File: config.mk
export PLATFORM = sky130hd
export DESIGN_NAME = sys_bus_fabric
export DESIGN_NICKNAME = d
export VERILOG_FILES = /design/src/rtl/bus_pkg.sv /design/src/rtl/bus_timeout_cnt.sv /design/src/rtl/sys_bus_fabric.sv
export SDC_FILE = /design/constraint.sdc
export NUM_CORES = 1
export LEC_CHECK = 0
export ABC_AREA = 0
export BUFFER_PORTS_ARGS = -buffer_cell sky130_fd_sc_hd__buf_2
export CAP_MARGIN = 20
export CORE_AREA = 5 5 116 118
export CTS_BUF_LIST = sky130_fd_sc_hd__clkbuf_8
export DETAILED_ROUTE_END_ITERATION = 8
export DIE_AREA = 0 0 121 123
export PLACE_DENSITY = 0.75
export SYNTH_ARGS = -nofsm -noshare
export SYNTH_HDL_FRONTEND = slang
export SYNTH_SLANG_ARGS = --single-unit
File: constraint.sdc
create_clock -name clk -period 8.14 [get_ports clk]
set_clock_uncertainty 0.2 [all_clocks]
set_input_delay 0.407 -clock clk [delete_from_list [all_inputs] [get_ports clk]]
set_output_delay 0.407 -clock clk [all_outputs]
set_load 0.02 [all_outputs]
File: src/rtl/bus_pkg.sv
// Shared types and defaults for the single-master system bus fabric.
package bus_pkg;

    localparam int BUS_DATA_W = 32;
    localparam int BUS_ADDR_W = 32;

    typedef enum logic [1:0] {
        ST_IDLE   = 2'd0,
        ST_ACCESS = 2'd1,
        ST_RESP   = 2'd2
    } bus_state_e;

    typedef enum logic {
        RESP_OK  = 1'b0,
        RESP_ERR = 1'b1
    } bus_resp_e;

endpackage

File: src/rtl/bus_timeout_cnt.sv
// Access watchdog: counts enabled cycles and flags the LIMIT-th one as expired.
module bus_timeout_cnt #(
    parameter int LIMIT = 255
) (
    input  logic clk,
    input  logic rst,
    input  logic clear,
    input  logic enable,
    output logic expired
);

    localparam int CNT_W = (LIMIT < 2) ? 1 : $clog2(LIMIT + 1);

    logic [CNT_W-1:0] cnt_q;
    logic [CNT_W-1:0] cnt_d;

    // cnt_q holds the number of earlier enabled cycles, so the current one is number cnt_q+1.
    assign expired = enable && (cnt_q == CNT_W'(LIMIT - 1));

    always_comb begin
        cnt_d = cnt_q;
        if (clear) begin
            cnt_d = '0;
        end else if (enable && !expired) begin
            cnt_d = cnt_q + 1'b1;
        end
    end

    always_ff @(posedge clk or posedge rst) begin
        if (rst) begin
            cnt_q <= '0;
        end else begin
            cnt_q <= cnt_d;
        end
    end

endmodule

File: src/rtl/sys_bus_fabric.sv
// Single-master to NUM_S-slave bus fabric with registered slave strobes and a one-cycle response.
// Optional access watchdog is built when BUS_TIMEOUT_EN is defined.
module sys_bus_fabric
    import bus_pkg::*;
#(
    parameter int                     DATA_W      = BUS_DATA_W,
    parameter int                     ADDR_W      = BUS_ADDR_W,
    parameter int                     SEL_W       = 2,
    parameter logic [(2**SEL_W)-1:0]  SLAVE_MAP   = 4'b0011,
    parameter int                     TIMEOUT_CYC = 255
) (
    input  logic                            clk,
    input  logic                            rst,
    input  logic                            m_req,
    input  logic [DATA_W/8-1:0]             m_we,
    input  logic [ADDR_W-1:0]               m_addr,
    input  logic [DATA_W-1:0]               m_wdata,
    output logic [DATA_W-1:0]               m_rdata,
    output logic                            m_ready,
    output logic                            m_err,
    output logic [(2**SEL_W)-1:0]           s_ce,
    output logic [DATA_W/8-1:0]             s_we,
    output logic [ADDR_W-1:0]               s_addr,
    output logic [DATA_W-1:0]               s_wdata,
    input  logic [(2**SEL_W)*DATA_W-1:0]    s_rdata,
    input  logic [(2**SEL_W)-1:0]           s_ready
);

    localparam int NUM_S = 2**SEL_W;
    localparam int BE_W  = DATA_W / 8;

    if (TIMEOUT_CYC < 1) begin : g_bad_timeout
        $error("TIMEOUT_CYC must be at least 1");
    end

    bus_state_e          state_q, state_d;
    bus_resp_e           resp_q, resp_d;
    logic [SEL_W-1:0]    sel_q, sel_d;
    logic [NUM_S-1:0]    s_ce_q, s_ce_d;
    logic [BE_W-1:0]     s_we_q, s_we_d;
    logic [ADDR_W-1:0]   s_addr_q, s_addr_d;
    logic [DATA_W-1:0]   s_wdata_q, s_wdata_d;
    logic [DATA_W-1:0]   m_rdata_q, m_rdata_d;
    logic                m_ready_q, m_ready_d;

    logic [SEL_W-1:0]    req_sel;
    logic                sel_ready;
    logic [DATA_W-1:0]   sel_rdata;
    logic                to_expired;

    assign req_sel   = m_addr[ADDR_W-1 -: SEL_W];
    assign sel_ready = s_ready[sel_q];
    assign sel_rdata = s_rdata[sel_q*DATA_W +: DATA_W];

`ifdef BUS_TIMEOUT_EN
    logic to_clear;
    logic to_enable;

    // Counter sits at zero everywhere outside ACCESS, so every access starts a fresh budget.
    assign to_enable = (state_q == ST_ACCESS);
    assign to_clear  = !to_enable;

    bus_timeout_cnt #(
        .LIMIT (TIMEOUT_CYC)
    ) u_timeout (
        .clk     (clk),
        .rst     (rst),
        .clear   (to_clear),
        .enable  (to_enable),
        .expired (to_expired)
    );
`else
    assign to_expired = 1'b0;
`endif

    always_comb begin
        state_d   = state_q;
        resp_d    = RESP_OK;
        sel_d     = sel_q;
        s_ce_d    = s_ce_q;
        s_we_d    = s_we_q;
        s_addr_d  = s_addr_q;
        s_wdata_d = s_wdata_q;
        m_rdata_d = m_rdata_q;
        m_ready_d = 1'b0;

        case (state_q)
            ST_IDLE: begin
                if (m_req) begin
                    sel_d     = req_sel;
                    s_we_d    = m_we;
                    s_addr_d  = m_addr;
                    s_wdata_d = m_wdata;
                    if (SLAVE_MAP[req_sel]) begin
                        state_d         = ST_ACCESS;
                        s_ce_d          = '0;
                        s_ce_d[req_sel] = 1'b1;
                    end else begin
                        // Holes in the map answer straight away without touching any slave.
                        state_d   = ST_RESP;
                        resp_d    = RESP_ERR;
                        m_rdata_d = '0;
                        m_ready_d = 1'b1;
                    end
                end
            end

            ST_ACCESS: begin
                if (sel_ready) begin
                    state_d   = ST_RESP;
                    s_ce_d    = '0;
                    m_ready_d = 1'b1;
                    m_rdata_d = (s_we_q == '0) ? sel_rdata : '0;
                end else if (to_expired) begin
                    state_d   = ST_RESP;
                    s_ce_d    = '0;
                    resp_d    = RESP_ERR;
                    m_rdata_d = '0;
                    m_ready_d = 1'b1;
                end
            end

            ST_RESP: begin
                state_d = ST_IDLE;
            end

            default: begin
                state_d = ST_IDLE;
                s_ce_d  = '0;
            end
        endcase
    end

    always_ff @(posedge clk or posedge rst) begin
        if (rst) begin
            state_q   <= ST_IDLE;
            resp_q    <= RESP_OK;
            sel_q     <= '0;
            s_ce_q    <= '0;
            s_we_q    <= '0;
            s_addr_q  <= '0;
            s_wdata_q <= '0;
            m_rdata_q <= '0;
            m_ready_q <= 1'b0;
        end else begin
            state_q   <= state_d;
            resp_q    <= resp_d;
            sel_q     <= sel_d;
            s_ce_q    <= s_ce_d;
            s_we_q    <= s_we_d;
            s_addr_q  <= s_addr_d;
            s_wdata_q <= s_wdata_d;
            m_rdata_q <= m_rdata_d;
            m_ready_q <= m_ready_d;
        end
    end

    assign s_ce    = s_ce_q;
    assign s_we    = s_we_q;
    assign s_addr  = s_addr_q;
    assign s_wdata = s_wdata_q;
    assign m_rdata = m_rdata_q;
    assign m_ready = m_ready_q;
    assign m_err   = (resp_q == RESP_ERR);

endmodule
==> results of run 1 <==
[worst min-delay path by stage]
stage	endpoint	slack (ps)	cells after the start
after floorplan	s_ce[0]	340	1
after global placement	s_ce[2]	270	1
after detailed placement	s_ce[2]	280	1
after CTS	s_addr[0]	40	2
after global routing	s_wdata[20]	50	2
final	s_addr[0]	70	2
[placed cells by master (no fill, tap or decap), types with 4 or more instances in the layout]
cell	count
sky130_fd_sc_hd__buf_2	308
sky130_fd_sc_hd__dfrtp_1	107
sky130_fd_sc_hd__mux2_2	96
sky130_fd_sc_hd__mux4_2	33
sky130_fd_sc_hd__and3_1	32
sky130_fd_sc_hd__clkbuf_8	9
sky130_fd_sc_hd__inv_1	7
sky130_fd_sc_hd__buf_4	5
sky130_fd_sc_hd__mux2i_1	4
sky130_fd_sc_hd__mux2_1	4
[flip-flops by register name, indices dropped and copies added, names as in the netlist]
register,flops
s_ce,4
s_we,4
m_err,1
sel_q,2
m_ready,1
s_addr,30
m_rdata,32
s_wdata,32
state_q,2
[cells by family after synthesis]
kind of cell,synth area share (%)
muxes,37.8
buffers and inverters,2.85
AOI/OAI and AO/OA,0.860
DFF,53.1
and+or+nand+nor,5.41
[per-layer routing]
| metal | wire, um | vias up |
|---|---|---|
| li1 | - | 1813 |
| met1 | 5220 | 1913 |
| met4 | 376 | 6 |
| met5 | 34 | - |
| met3 | 1410 | 30 |
| met2 | 7230 | 203 |
[worst max-delay path: cells and delay by family (launching register included)]
kind	cells	cell delay (ps)
buffers and inverters	2	700
muxes	1	390
DFF	1	600
and+or+nand+nor	1	120
AOI/OAI and AO/OA	1	260
[cell type report]
cell class,count,area (um2)
Multi-Input combinational cell,186,2260
Clock buffer,9,124
Timing Repair Buffer,316,1620
Clock inverter,7,60.1
Sequential cell,108,2700
Tap cell,172,215
Fill cell,1005,5360
Inverter,5,21.3
[power by group through the flow]
| stage | Combinational, uW | Clock [uW] | Sequential [uW] |
|---|---|---|---|
| floorplan | 634 | 0 | 1080 |
| global placement | 1150 | 0 | 889 |
| detailed placement | 1170 | 0 | 906 |
| CTS | 1180 | 328 | 895 |
| global route | 1290 | 346 | 885 |
| finish | 1210 | 314 | 854 |
[what timing repair did]
item                                    CTS  global route
resized for setup                         0             0
hold buffers                              1             0
endpoints found under the setup margin    0             0
hold endpoints to repair                 49             0
[metrics by stage]
step | worst slack, ps | util (%) | hold slack (ps) | instances
final | 5740 | 56.7 | 71.8 | 803
after global routing | 5550 | 56.7 | 49.4 | 803
after CTS | 5200 | 56.4 | 41.6 | 801
after detailed placement | 5220 | 54.8 | 281 | 784
after global placement | 5340 | 54.8 | 275 | 784
after floorplan | 4690 | - | 342 | 323
==> flow_summary.rst, run 1 <==
.. list-table::
   :header-rows: 1

   * - Metric
     - Value
   * - Post-route ant nets
     - 0
   * - Worst reg2reg setup slack
     - between 5000 and 6000 ps
   * - Vias in the first global route
     - between 4000 and 5000
   * - DRC errors left
     - 0
   * - Total Power Consumption
     - 2380 uW
   * - Post-detailed-placement half-perimeter wirelength
     - 11500 um
   * - Placeable core area
     - 0.0124 mm2
   * - Number of primary I/O pins
     - 309
   * - Total setup buffers inserted after CTS
     - 0
   * - P_int
     - approximately 1400 uW
   * - Combinational fraction of design power
     - 50.8%
   * - Gpl congestion
     - 0.864
   * - Outcome
     - completed
   * - Yosys warning count
     - 0
   * - Max frequency
     - slightly above 0.4 GHz
   * - Post-synth top area cell
     - sky130_fd_sc_hd__dfrtp_1
   * - Type of element capturing the critical path
     - flip-flop
   * - Cell chain of the critical path
     - buf_12 > nor4_1 > a311oi_4 > buf_4 > mux2_2
   * - Count of endpoints failing hold in the final timing report
     - 0
   * - Chip height
     - 123 um
   * - Proportion of layout cells with a drive suffix above 1
     - between 70% and 80%
   * - Data arrival time of the worst path
     - 2450 ps
   * - Number of buffers between clock root and the deepest sink
     - 2
   * - Time the worst path needs with I/O delays and setup
     - roughly 2400 ps
   * - Count of final setup violators
     - 0
   * - Switching Power
     - 927 uW
   * - Fraction of synthesized cell area taken by the top area cell type
     - 53.1%
   * - Vias
     - 3965
   * - Horizontal extent of the die
     - roughly 120 um
   * - Capturing point of the worst reg2reg path
     - m_rdata[7]
   * - I/O Buffers
     - 308
   * - Clock slew at the register clock pins of the worst setup and hold paths
     - 100 ps
   * - Register bit total from synthesis
     - 108
   * - Fraction of power consumed by sequential logic
     - 36.0%
   * - WP data required
     - 8190 ps
   * - Nets
     - 829
   * - Slew at the pin closest to its max-slew limit
     - 859 ps
   * - Final setup TNS
     - 0 ps
   * - Area overhead of the layout relative to synthesis
     - 37.6%
   * - Post-DR vias/cell
     - 4.94
   * - Average wire per cell in the routed design
     - approximately 18 um
   * - Delay contributed by the slowest stage of the critical path
     - 600 ps
   * - Routed Wire Length
     - between 10000 and 15000 um
   * - Number of distinct standard cells referenced by the synthesized netlist
     - 24
   * - Standard-cell row count
     - 41
   * - Final count of pins violating max slew
     - 0
   * - Length of the first detailed-routing pass in iterations
     - 4
   * - Clock tree from TritonCTS
     - built
   * - Reg2reg start
     - sel_q[0]
   * - CP Launch Point
     - sel_q[0]
   * - Largest net degree at the start of global routing
     - 70
   * - Die footprint
     - 0.0149 mm2
   * - Nature of the critical path startpoint
     - flip-flop
   * - Post-layout instance area
     - 0.00701 mm2
   * - Worst voltage drop across the vdd grid
     - approximately 0.11 mV
   * - Level count of the clock H-tree
     - 3
   * - Antenna violations before repair
     - 3
   * - RSZ-0062 raised after global routing
     - no
   * - Total number of clock tree sinks
     - 108
   * - Post-synthesis instance total
     - 323
   * - Post-synth net total
     - 526
   * - Number of max-capacitance violations reported
     - 0
   * - Leading cell type by number of instances after synthesis
     - sky130_fd_sc_hd__dfrtp_1
   * - Primary FF master, synth
     - sky130_fd_sc_hd__dfrtp_1
   * - Tot GR Track Use
     - between 10% and 20%
   * - Pwr dens
     - 339 mW/mm2
   * - Share of flip-flops with an asynchronous set or reset after synthesis
     - between 90% and 100%
   * - Number of enable-type register cells in the synthesized netlist
     - 0
   * - CTS root buffer
     - sky130_fd_sc_hd__clkbuf_8
   * - Max stage delay cell, worst path
     - sky130_fd_sc_hd__dfrtp_2
   * - Leak Pwr
     - between 0.003 and 0.004 uW
   * - Sequential element share of the synthesized area
     - 53.1%
   * - Met1 usage in global routing
     - 21.5%
   * - Slew headroom
     - between 40% and 50%
   * - Period Utilization, post-route
     - 29.5%
   * - Combined area of all synthesized cells
     - 0.00509 mm2
   * - Most Crowded Layer GR
     - met2
   * - Fraction of power consumed by the clock network
     - between 10% and 20%
   * - Detailed Route Iter0 Violations
     - 236
   * - Hold Startpoint
     - m_addr[0]
   * - Avg Synthesized Cell Area
     - 15.8 um2
   * - Fraction of met3 tracks used by global routing
     - 6.18%
   * - Worst-Skew Late Latency
     - 360 ps
   * - Initial Utilization
     - 41.2%
   * - Start-to-end type of the worst setup path
     - reg -> reg
   * - Total CTS buffers
     - 9
   * - Count of cells along the worst register-to-register path
     - 5
   * - Most frequent cells after synthesis
     - sky130_fd_sc_hd__dfrtp_1 (108), sky130_fd_sc_hd__mux2_2 (96), sky130_fd_sc_hd__mux4_2 (33)
   * - Switching share of power
     - 39.0%
   * - Type of the worst min-delay path
     - in -> reg
   * - Ranking of synthesized cells by area
     - sky130_fd_sc_hd__dfrtp_1 (53%), sky130_fd_sc_hd__mux2_2 (21%), sky130_fd_sc_hd__mux4_2 (15%)
   * - Placed inst area
     - 0.00678 mm2
   * - Wire length of the first global-routing pass
     - 21900 um
   * - Critical Path Sink
     - m_rdata[7]
   * - Number of diodes
     - 0
   * - CP Max Fanout
     - 32
   * - Met2 global-route usage
     - 32.9%
   * - GR Overflow Total
     - 0
Power figures use the tool's default switching activity.
==> inputs of run 2 (changes only) <==
==> constraint.sdc (replaced) <==
create_clock -name clk -period 2.4 [get_ports clk]
set_clock_uncertainty 0.2 [all_clocks]
set_input_delay 0.12 -clock clk [delete_from_list [all_inputs] [get_ports clk]]
set_output_delay 0.12 -clock clk [all_outputs]
set_load 0.02 [all_outputs]
==> run 2 against run 1 <==
  * Non-clock buffer count up 69
  * Worst hold slack worse by 22 ps
  * Core utilization up 6.0 points
  * Sequential share of layout area down 3.7 points
  * Register-to-register slack worse by 5400 ps
==> flow_summary.rst, run 2 (synthesized netlist as in run 1, its figures left out) <==
.. list-table::
   :header-rows: 1

   * - Metric
     - Value
   * - Outcome
     - completed
   * - CP Max Fanout
     - 32 (unchanged)
   * - Worst hold path depth
     - 3 (+1)
   * - Share of the core filled with cells
     - 62.6% (+6.0 points)
   * - Post-detailed-placement half-perimeter wirelength
     - 11200 um (-1.9%)
   * - WP data required
     - 2440 ps (-5750 ps)
   * - Post-DR vias/cell
     - 4.87 (-1.3%)
   * - Max stage delay cell, worst path
     - sky130_fd_sc_hd__mux4_2
   * - Data arrival time of the worst path
     - 2120 ps (-330 ps)
   * - Die footprint
     - 0.0149 mm2 (unchanged)
   * - Slew at the pin closest to its max-slew limit
     - 534 ps (-325 ps)
   * - Commonest cells after routing, fill and taps aside
     - sky130_fd_sc_hd__buf_2 (308), sky130_fd_sc_hd__dfrtp_1 (107), sky130_fd_sc_hd__mux2_2 (96)
   * - Max frequency
     - 0.482 GHz (+16%)
   * - Chip height
     - 123 um (unchanged)
   * - Placeable core area
     - 0.0124 mm2 (unchanged)
   * - Total setup buffers inserted after CTS
     - 0 (unchanged)
   * - Vias
     - 4254 (+7.3%)
   * - Kind of cell adding the most delay to the critical path
     - multiplexers
   * - GR Overflow Total
     - 0 (unchanged)
   * - Number of primary I/O pins
     - 309 (unchanged)
   * - Clock slew at the register clock pins of the worst setup and hold paths
     - 100 ps (about the same)
   * - Hold Startpoint
     - m_req
   * - Level count of the clock H-tree
     - 3 (unchanged)
   * - Count of final setup violators
     - 0 (unchanged)
   * - Average wire per cell in the routed design
     - 17.6 um (-1.0%)
   * - Buffering stage count on the worst path with inverters included
     - 1 (-1)
   * - Wire length of the first global-routing pass
     - 23700 um (+8.2%)
   * - Proportion of layout cells with a drive suffix above 1
     - 66.9% (-6.8 points)
   * - Number of buffers between clock root and the deepest sink
     - 2 (unchanged)
   * - Cell chain of the critical path
     - buf_12 > mux4_2 > and3_1 > mux2_1
   * - Pwr dens
     - 1070 mW/mm2 (+210%)
   * - Period Utilization, post-route
     - 86.4% (+57 points)
   * - CP Launch Point
     - sel_q[0]
   * - Largest net degree at the start of global routing
     - 70 (unchanged)
   * - Count of endpoints failing hold in the final timing report
     - 0 (unchanged)
   * - Total CTS buffers
     - 9 (unchanged)
   * - Number of max-capacitance violations reported
     - 0 (unchanged)
   * - Leak Pwr
     - 0.00400 uW (+8.0%)
   * - Total number of clock tree sinks
     - 108 (unchanged)
   * - Gpl congestion
     - 0.825 (-4.4%)
   * - Tot GR Track Use
     - 20.4% (+1.5 points)
   * - Final count of pins violating max slew
     - 0 (unchanged)
   * - Final setup TNS
     - 0 ps (unchanged)
   * - Nets
     - 898 (+8.3%)
   * - Worst Hold Slack
     - 49.4 ps (-22.5 ps)
   * - Nature of the critical path startpoint
     - flip-flop
   * - Cells resized by post-CTS repair
     - 0 (unchanged)
   * - Initial Utilization
     - 41.2% (unchanged)
   * - Most common cell after layout, fill and taps aside
     - sky130_fd_sc_hd__buf_2
   * - Worst-Skew Late Latency
     - 360 ps (about the same)
   * - Time the worst path needs with I/O delays and setup
     - 2070 ps (-330 ps)
   * - Number of filler instances in the final layout
     - 952 (-5.3%)
   * - Type of element capturing the critical path
     - flip-flop
   * - Reg2reg start
     - sel_q[0]
   * - Vias in the first global route
     - 4626 (+7.0%)
   * - Type of the worst min-delay path
     - in -> reg
   * - Detailed Route Iter0 Violations
     - 193 (-18%)
   * - Antenna violations before repair
     - 0 (-3)
   * - Standard-cell row count
     - 41 (unchanged)
   * - Length of the first detailed-routing pass in iterations
     - 4 (unchanged)
   * - CTS root buffer
     - sky130_fd_sc_hd__clkbuf_8
   * - Post-route ant nets
     - 0 (unchanged)
   * - Worst voltage drop across the vdd grid
     - 0.386 mV (+260%)
   * - RSZ-0062 raised after global routing
     - no
   * - Clock tree from TritonCTS
     - built
   * - I/O Buffers
     - 308 (unchanged)
   * - DRC errors left
     - 0 (unchanged)
   * - Area overhead of the layout relative to synthesis
     - 52.1%
   * - Count of cells along the worst register-to-register path
     - 4 (-1)
   * - Horizontal extent of the die
     - 121 um (unchanged)
   * - Start-to-end type of the worst setup path
     - reg -> reg
   * - Slew headroom
     - 64.3% (+22 points)
   * - Delay contributed by the slowest stage of the critical path
     - 520 ps (-80 ps)
   * - Stages on worst setup path
     - 4 (-1)
   * - Routed Wire Length
     - 15400 um (+7.6%)
==> run 2: stage by stage <==
step                      instance area [um2]  cells  total power, uW  setup WS [ps]
after floorplan                          5090    323             5820            107
after global placement                   6850    787             6980            362
after detailed placement                 6850    787             7140            310
after CTS                                7740    872             8340            294
after global routing                     7740    872             8760            212
final                                    7740    873             8270            326
==> run 2: report_power, final <==
group,total (uW),switching [uW],internal [uW]
Sequential,2890,398,2490
Combinational,4280,2220,2050
Clock,1110,593,512
Total,8270,3210,5060
==> run 2: layer usage <==
| metal | vias to the layer above | track usage (%) | wire (um) |
|---|---|---|---|
| li1 | 1968 | - | - |
| met1 | 2074 | 23.5 | 5740 |
| met2 | 192 | 37.2 | 8030 |
| met3 | 20 | 5.22 | 1270 |
| met4 | 0 | 6.80 | 324 |
| met5 | - | 0 | 0 |
==> run 2: what timing repair did <==
item / in CTS / in global routing
endpoints found under the setup margin: 0 / 0
hold buffers: 69 / 0
hold endpoints to repair: 94 / 0
==> run 2: layout make-up <==
class                      instances  area, um2  share of cell area, %
sequential                       108       2700                   34.9
antenna                            1       2.50                 0.0323
inverter                           5       22.5                  0.291
tap                              172        215                   2.78
timing repair buffer             385       2340                   30.2
multi-input combinational        186       2260                   29.2
clock buffer                      10        138                   1.78
clock inverter                     6       61.3                  0.792
==> run 2: tightest hold or removal path, cell delays in order <==
cell and delay (ps):
sky130_fd_sc_hd__buf_2 100, sky130_fd_sc_hd__nor3b_4 150, sky130_fd_sc_hd__and2_1 190
==> run 2: worst paths after layout <==
check / endpoint / slack, ps
max: m_rdata[9] / 330
min: m_err / 50
max reg2reg: m_rdata[9] / 330
min reg2reg: m_rdata[9] / 290
max in group asynchronous: m_rdata[9] / 1150
min in group asynchronous: m_err / 170
